`config.mk`:
```
export PLATFORM = sky130hd
export DESIGN_NAME = axi4lite_cmd_master
export DESIGN_NICKNAME = d
export VERILOG_FILES = /design/src/rtl/axi4lite_cmd_master.sv
export SDC_FILE = /design/constraint.sdc
export NUM_CORES = 1
export LEC_CHECK = 0
export CORE_ASPECT_RATIO = 2
export CORE_MARGIN = 10
export CORE_UTILIZATION = 42
export CTS_BUF_LIST = sky130_fd_sc_hd__clkbuf_16
export CTS_CLUSTER_SIZE = 14
export DETAILED_ROUTE_END_ITERATION = 10
export HOLD_SLACK_MARGIN = 0.06
export MAX_ROUTING_LAYER = met4
export PLACE_DENSITY = 0.77
export SYNTH_ARGS = -nofsm -noshare
export SYNTH_HDL_FRONTEND = slang
export SYNTH_SLANG_ARGS = --single-unit
```
`constraint.sdc`:
```
create_clock -name ACLK -period 3.79 [get_ports ACLK]
set_clock_uncertainty 0.2 [all_clocks]
set_input_delay 0.9475 -clock ACLK [delete_from_list [all_inputs] [get_ports ACLK]]
set_output_delay 0.9475 -clock ACLK [all_outputs]
set_load 0.01 [all_outputs]
```
`src/rtl/axi4lite_cmd_master.sv`:
```
// Single-outstanding AXI4-Lite master: cmd valid/ready in, one AXI write or read out, result on rsp valid/ready.
// Zero-wait slave gives rsp_valid 2 cycles after cmd accept; cmd_ready low while busy, rsp held until rsp_ready.
module axi4lite_cmd_master #(
  parameter int DATA_WIDTH     = 32,
  parameter int TIMEOUT_CYCLES = 256
) (
  input  logic                    ACLK,
  input  logic                    ARESETn,
  input  logic                    cmd_valid,
  output logic                    cmd_ready,
  input  logic                    cmd_write,
  input  logic [31:0]             cmd_addr,
  input  logic [DATA_WIDTH-1:0]   cmd_wdata,
  input  logic [3:0]              cmd_wstrb,
  output logic                    rsp_valid,
  input  logic                    rsp_ready,
  output logic [DATA_WIDTH-1:0]   rsp_rdata,
  output logic [1:0]              rsp_resp,
  output logic                    rsp_timeout,
  output logic                    AWVALID,
  input  logic                    AWREADY,
  output logic [31:0]             AWADDR,
  output logic                    WVALID,
  input  logic                    WREADY,
  output logic [DATA_WIDTH-1:0]   WDATA,
  output logic [3:0]              WSTRB,
  input  logic                    BVALID,
  output logic                    BREADY,
  input  logic [1:0]              BRESP,
  output logic                    ARVALID,
  input  logic                    ARREADY,
  output logic [31:0]             ARADDR,
  input  logic                    RVALID,
  output logic                    RREADY,
  input  logic [DATA_WIDTH-1:0]   RDATA,
  input  logic [1:0]              RRESP
);

  localparam int CW = $clog2(TIMEOUT_CYCLES + 1);
  localparam logic [CW-1:0] LP_WD_LAST = CW'(TIMEOUT_CYCLES - 1);

  typedef enum logic [2:0] {
    IDLE, WR_REQ, WR_RESP, RD_REQ, RD_RESP, RSP, DRAIN
  } state_t;

  state_t                  r_state;
  logic                    r_cmd_ready, r_awvalid, r_wvalid, r_bready;
  logic                    r_arvalid, r_rready, r_rsp_valid, r_rsp_timeout;
  logic [31:0]             r_awaddr, r_araddr;
  logic [DATA_WIDTH-1:0]   r_wdata, r_rsp_rdata;
  logic [3:0]              r_wstrb;
  logic [1:0]              r_rsp_resp;
  logic                    r_is_write, r_timed_out;
  logic [CW-1:0]           r_wd_cnt;

  // A channel counts as done once its valid has dropped or it handshakes this edge.
  logic w_aw_done, w_w_done;
  assign w_aw_done = !r_awvalid || AWREADY;
  assign w_w_done  = !r_wvalid  || WREADY;

  always_ff @(posedge ACLK) begin
    if (!ARESETn) begin
      r_state       <= IDLE;
      r_cmd_ready   <= 1'b1;
      r_awvalid     <= 1'b0;
      r_wvalid      <= 1'b0;
      r_bready      <= 1'b0;
      r_arvalid     <= 1'b0;
      r_rready      <= 1'b0;
      r_rsp_valid   <= 1'b0;
      r_rsp_timeout <= 1'b0;
      r_rsp_rdata   <= '0;
      r_rsp_resp    <= 2'b00;
      r_awaddr      <= '0;
      r_araddr      <= '0;
      r_wdata       <= '0;
      r_wstrb       <= '0;
      r_is_write    <= 1'b0;
      r_timed_out   <= 1'b0;
      r_wd_cnt      <= '0;
    end else begin
      case (r_state)
        IDLE: begin
          if (cmd_valid && r_cmd_ready) begin
            r_cmd_ready <= 1'b0;
            r_is_write  <= cmd_write;
            r_timed_out <= 1'b0;
            if (cmd_write) begin
              r_awaddr  <= cmd_addr;
              r_wdata   <= cmd_wdata;
              r_wstrb   <= cmd_wstrb;
              r_awvalid <= 1'b1;
              r_wvalid  <= 1'b1;
              r_state   <= WR_REQ;
            end else begin
              r_araddr  <= cmd_addr;
              r_arvalid <= 1'b1;
              r_state   <= RD_REQ;
            end
          end
        end
        WR_REQ: begin
          if (r_awvalid && AWREADY) r_awvalid <= 1'b0;
          if (r_wvalid && WREADY)   r_wvalid  <= 1'b0;
          if (w_aw_done && w_w_done) begin
            r_bready <= 1'b1;
            r_wd_cnt <= '0;
            r_state  <= WR_RESP;
          end
        end
        WR_RESP: begin
          if (BVALID) begin
            r_bready      <= 1'b0;
            r_rsp_resp    <= BRESP;
            r_rsp_rdata   <= '0;
            r_rsp_timeout <= 1'b0;
            r_rsp_valid   <= 1'b1;
            r_state       <= RSP;
          end else if (r_wd_cnt == LP_WD_LAST) begin
            r_bready      <= 1'b0;
            r_rsp_resp    <= 2'b11;
            r_rsp_rdata   <= '0;
            r_rsp_timeout <= 1'b1;
            r_timed_out   <= 1'b1;
            r_rsp_valid   <= 1'b1;
            r_state       <= RSP;
          end else begin
            r_wd_cnt <= r_wd_cnt + CW'(1);
          end
        end
        RD_REQ: begin
          if (ARREADY) begin
            r_arvalid <= 1'b0;
            r_rready  <= 1'b1;
            r_wd_cnt  <= '0;
            r_state   <= RD_RESP;
          end
        end
        RD_RESP: begin
          if (RVALID) begin
            r_rready      <= 1'b0;
            r_rsp_resp    <= RRESP;
            r_rsp_rdata   <= RDATA;
            r_rsp_timeout <= 1'b0;
            r_rsp_valid   <= 1'b1;
            r_state       <= RSP;
          end else if (r_wd_cnt == LP_WD_LAST) begin
            r_rready      <= 1'b0;
            r_rsp_resp    <= 2'b11;
            r_rsp_rdata   <= '0;
            r_rsp_timeout <= 1'b1;
            r_timed_out   <= 1'b1;
            r_rsp_valid   <= 1'b1;
            r_state       <= RSP;
          end else begin
            r_wd_cnt <= r_wd_cnt + CW'(1);
          end
        end
        RSP: begin
          if (rsp_ready) begin
            r_rsp_valid <= 1'b0;
            // A timed-out slave still owes a beat; swallow it before taking new work.
            if (r_timed_out) begin
              r_bready <= r_is_write;
              r_rready <= !r_is_write;
              r_state  <= DRAIN;
            end else begin
              r_cmd_ready <= 1'b1;
              r_state     <= IDLE;
            end
          end
        end
        DRAIN: begin
          if ((r_is_write && BVALID) || (!r_is_write && RVALID)) begin
            r_bready    <= 1'b0;
            r_rready    <= 1'b0;
            r_cmd_ready <= 1'b1;
            r_state     <= IDLE;
          end
        end
        default: begin
          r_cmd_ready <= 1'b1;
          r_state     <= IDLE;
        end
      endcase
    end
  end

  assign cmd_ready   = r_cmd_ready;
  assign rsp_valid   = r_rsp_valid;
  assign rsp_rdata   = r_rsp_rdata;
  assign rsp_resp    = r_rsp_resp;
  assign rsp_timeout = r_rsp_timeout;
  assign AWVALID     = r_awvalid;
  assign AWADDR      = r_awaddr;
  assign WVALID      = r_wvalid;
  assign WDATA       = r_wdata;
  assign WSTRB       = r_wstrb;
  assign BREADY      = r_bready;
  assign ARVALID     = r_arvalid;
  assign ARADDR      = r_araddr;
  assign RREADY      = r_rready;

endmodule

```
==> results by group <==
Outcome
  – Outcome: complete, no violations

Drt
  – Average wire per standard cell: 18.5 µm
  – WL final: 21.8 mm
  – DRC violations left: 0
  – Post-route ant nets: 0
  – Pre-antenna DRT Iters: 5
  – Vias per Instance: just over 5
  – Drt initial violations: roughly 260
  – Via count: between 5000 and 6000

Final layout
  – Finished Layout Cells: 1179
  – Fin area: 9290 µm²
  – Nets@finish: 1098
  – Share of layout cells above drive strength 1: 5.56%
  – Synthesis-to-finish area growth: 54.8%
  – Post-layout util: between 60% and 70%

Clock tree
  – H-tree depth: 4
  – # clock sinks: 156
  – Clock Tree Root: clkbuf_16
  – # resized after CTS: 0
  – Skew-Pair Late Insertion Delay: 0.43 ns
  – Post-CTS Hold Fix Bufs: 0
  – Maximum buffer depth of the clock tree: 2
  – Inserted Clock Buffers: 17
  – Post-CTS setup buffers: 0
  – CTS clk-pin slew, worst paths: 0.06 ns
  – CTS tree: built

Critical path
  – Worst Path Required: 3.89 ns
  – CP startpoint kind: flop
  – Worst reg2reg path depth: 9
  – WS Path Type: reg2reg
  – CP endpoint kind: flop
  – CP arrival: 3.10 ns
  – Worst Path Max Fanout: 12

Yosys
  – Number of flops mapped to enable cells by yosys: 0
  – Most used DFF post-synth: dfxtp_1
  – Post-synth ARST share: 0%
  – Synth cell types: 52
  – Seq/Total Area, Yosys: between 50% and 60%
  – Mapped Nets: 863
  – Mapped Cells: 742
  – Yosys warns: 0
  – Synthesized area per cell: 8.09 µm²
  – Mapped cell area: 6000 µm²
  – Register bit total from synthesis: 156

Power
  – Maximum vdd drop: 0.000539 V
  – P_leak: 3.33 nW
  – Power Density: between 500 and 600 nW/µm²

STA
  – Final worst setup slack: just under 0.8 ns
  – RSZ-0062 raised after global routing: false
  – Final period util: 79.0%
  – Final setup TNS: 0 ns
  – Period minus WS final: 3.00 ns
  – FMAX: about 330 MHz
  – # setup viols final: 0
  – Final Hold Fails: 0
  – Worst slew margin: 49.0%
  – Worst slew pin tran: 0.765 ns
  – Max-slew violations: 0

Global routing
  – Grt ovf: 0
  – Largest net degree at the start of global routing: 69
  – Vias in the first global route: between 5000 and 6000
  – First-pass GRT wire length: 33.6 mm
  – GRT Util Overall: 22.1%
  – Initial antenna violation count: 1

Placed design
  – HPWL after DPL: 16.2 mm
  – Pre-CTS setup slack: between 0.5 and 0.6 ns
  – Post-DP Area: 8730 µm²
  – GP Congestion: 0.930
  – Placed Cells: 1147
  – Count of input and output buffers: 255

Floorplan
  – Initial Util: 43.0%
  – Die footprint: 19800 µm²
  – Std cell rows: 61
  – Io pins: between 200 and 300
  – Die Ht: 189 µm
  – Core area: around 14000 µm²
  – Die X: 105 µm

Min path
  – Hold Path Depth: 2
  – Hold Path Class: reg2reg

Job
  – Max Cap Violations: 0
==> cell families (layout without fill, tap and decap cells) <==
group | Yosys count | count (layout) | synth area share (%)
compound gates | 195 | 195 | 19.2
fa+ha+maj | 7 | 7 | 1.46
buf+inv | 62 | 309 | 4.38
flops | 156 | 156 | 52.0
mux | 4 | 4 | 0.771
other cells | 0 | 1 | 0
simple gates | 318 | 318 | 22.2
==> flip-flops by register name (all words and copies together), names as in the netlist, 2 cells and up <==
register / count
r_wd_cnt: 9
AWADDR: 32
r_state: 3
WSTRB: 4
WDATA: 32
rsp_rdata: 32
ARADDR: 32
rsp_resp: 2
==> power breakdown <==
part	internal [mW]	total (mW)	leakage (nW)	switching [mW]
registers	1.85	1.98	1.27	0.122
logic	0.804	1.81	1.79	1.01
clock network	0.955	1.62	0.277	0.666
total	3.61	5.41	3.33	1.80
==> Yosys cell counts, types with 7 or more instances <==
| master | count | area (µm²) |
|---|---|---|
| nand3_1 | 8 | 40.0 |
| o21ai_0 | 15 | 75.1 |
| inv_1 | 8 | 30.0 |
| nand2b_1 | 8 | 50.1 |
| ha_1 | 7 | 87.6 |
| and3_1 | 7 | 43.8 |
| a21oi_1 | 121 | 606 |
| nand2_1 | 212 | 796 |
| nor2_1 | 55 | 206 |
| dfxtp_1 | 156 | 3120 |
| clkbuf_1 | 38 | 143 |
| a22oi_1 | 32 | 240 |
==> layout by cell type, fill, tap and decap left out, types with 2 or more instances in the layout <==
| cell | netlist | layout |
|---|---|---|
| a211oi_1 | 2 | 2 |
| a21oi_1 | 121 | 121 |
| a22oi_1 | 32 | 32 |
| and2_1 | 3 | 3 |
| and3_1 | 7 | 7 |
| buf_12 | 0 | 3 |
| buf_4 | 3 | 10 |
| bufinv_16 | 0 | 2 |
| clkbuf_16 | 0 | 17 |
| clkdlybuf4s50_1 | 0 | 255 |
| clkinv_2 | 0 | 5 |
| clkinv_4 | 0 | 2 |
| clkinvlp_4 | 0 | 3 |
| dfxtp_1 | 156 | 156 |
| ha_1 | 7 | 7 |
| inv_1 | 8 | 10 |
| mux2i_1 | 2 | 2 |
| nand2_1 | 212 | 212 |
| nand2b_1 | 8 | 8 |
| nand3_1 | 8 | 7 |
| nand3b_1 | 5 | 5 |
| nor2_1 | 55 | 55 |
| nor2b_1 | 5 | 5 |
| nor3_1 | 4 | 2 |
| nor3_2 | 0 | 2 |
| nor4_1 | 2 | 2 |
| o211ai_1 | 5 | 5 |
| o21a_1 | 2 | 2 |
| o21ai_0 | 15 | 15 |
| o22ai_1 | 2 | 2 |
| o31ai_1 | 2 | 2 |
| or3_1 | 3 | 3 |
==> final cells by class <==
type                            instances  area (µm²)
Tap cell                              189         236
Inverter                               10        40.0
Fill cell                            1211        4680
Antenna cell                            1        2.50
Sequential cell                       156        3120
Timing Repair Buffer                  268        2690
Clock buffer                           17         425
Clock inverter                         14         133
Multi-Input combinational cell        524        2640
==> routing by layer <==
layer | wire length, µm | global-route usage [%] | part of all wire, %
met1 | 7890 | 21.2 | 36
met2 | 12400 | 41.1 | 57
met3 | 1040 | 5.71 | 4.8
met4 | 465 | 8.02 | 2.1
met5 | 0 | - | 0
==> critical path: stages (launching register included) <==
cell and delay (ns):
dfxtp_1 0.38, ha_1 0.20, and3_1 0.21, and3_1 0.21, and3_1 0.17, ha_1 0.44
nor2_1 0.17, a2111oi_0 0.59, mux2i_1 0.25, nor2_1 0.05
==> per-stage QoR <==
step | hold slack (ns) | power [mW]
2_1_floorplan | 0.232 | 2.97
3_3_place_gp | 0.237 | 3.81
3_5_place_dp | 0.241 | 3.83
4_1_cts | 0.252 | 5.46
5_1_grt | 0.267 | 5.72
6_report | 0.250 | 5.41
==> worst paths after layout <==
check | slack, ns | end | start
worst min register to register | 0.25 | rsp_resp[1]$_SDFFE_PN0P_ | rsp_resp[1]$_SDFFE_PN0P_
worst max-delay path | 0.79 | BREADY$_SDFFE_PN0P_ | r_wd_cnt[0]$_SDFFE_PN0P_
worst max register to register | 0.79 | BREADY$_SDFFE_PN0P_ | r_wd_cnt[0]$_SDFFE_PN0P_
worst min-delay path | 0.25 | rsp_resp[1]$_SDFFE_PN0P_ | rsp_resp[1]$_SDFFE_PN0P_
(Power assumes the default switching activity.)
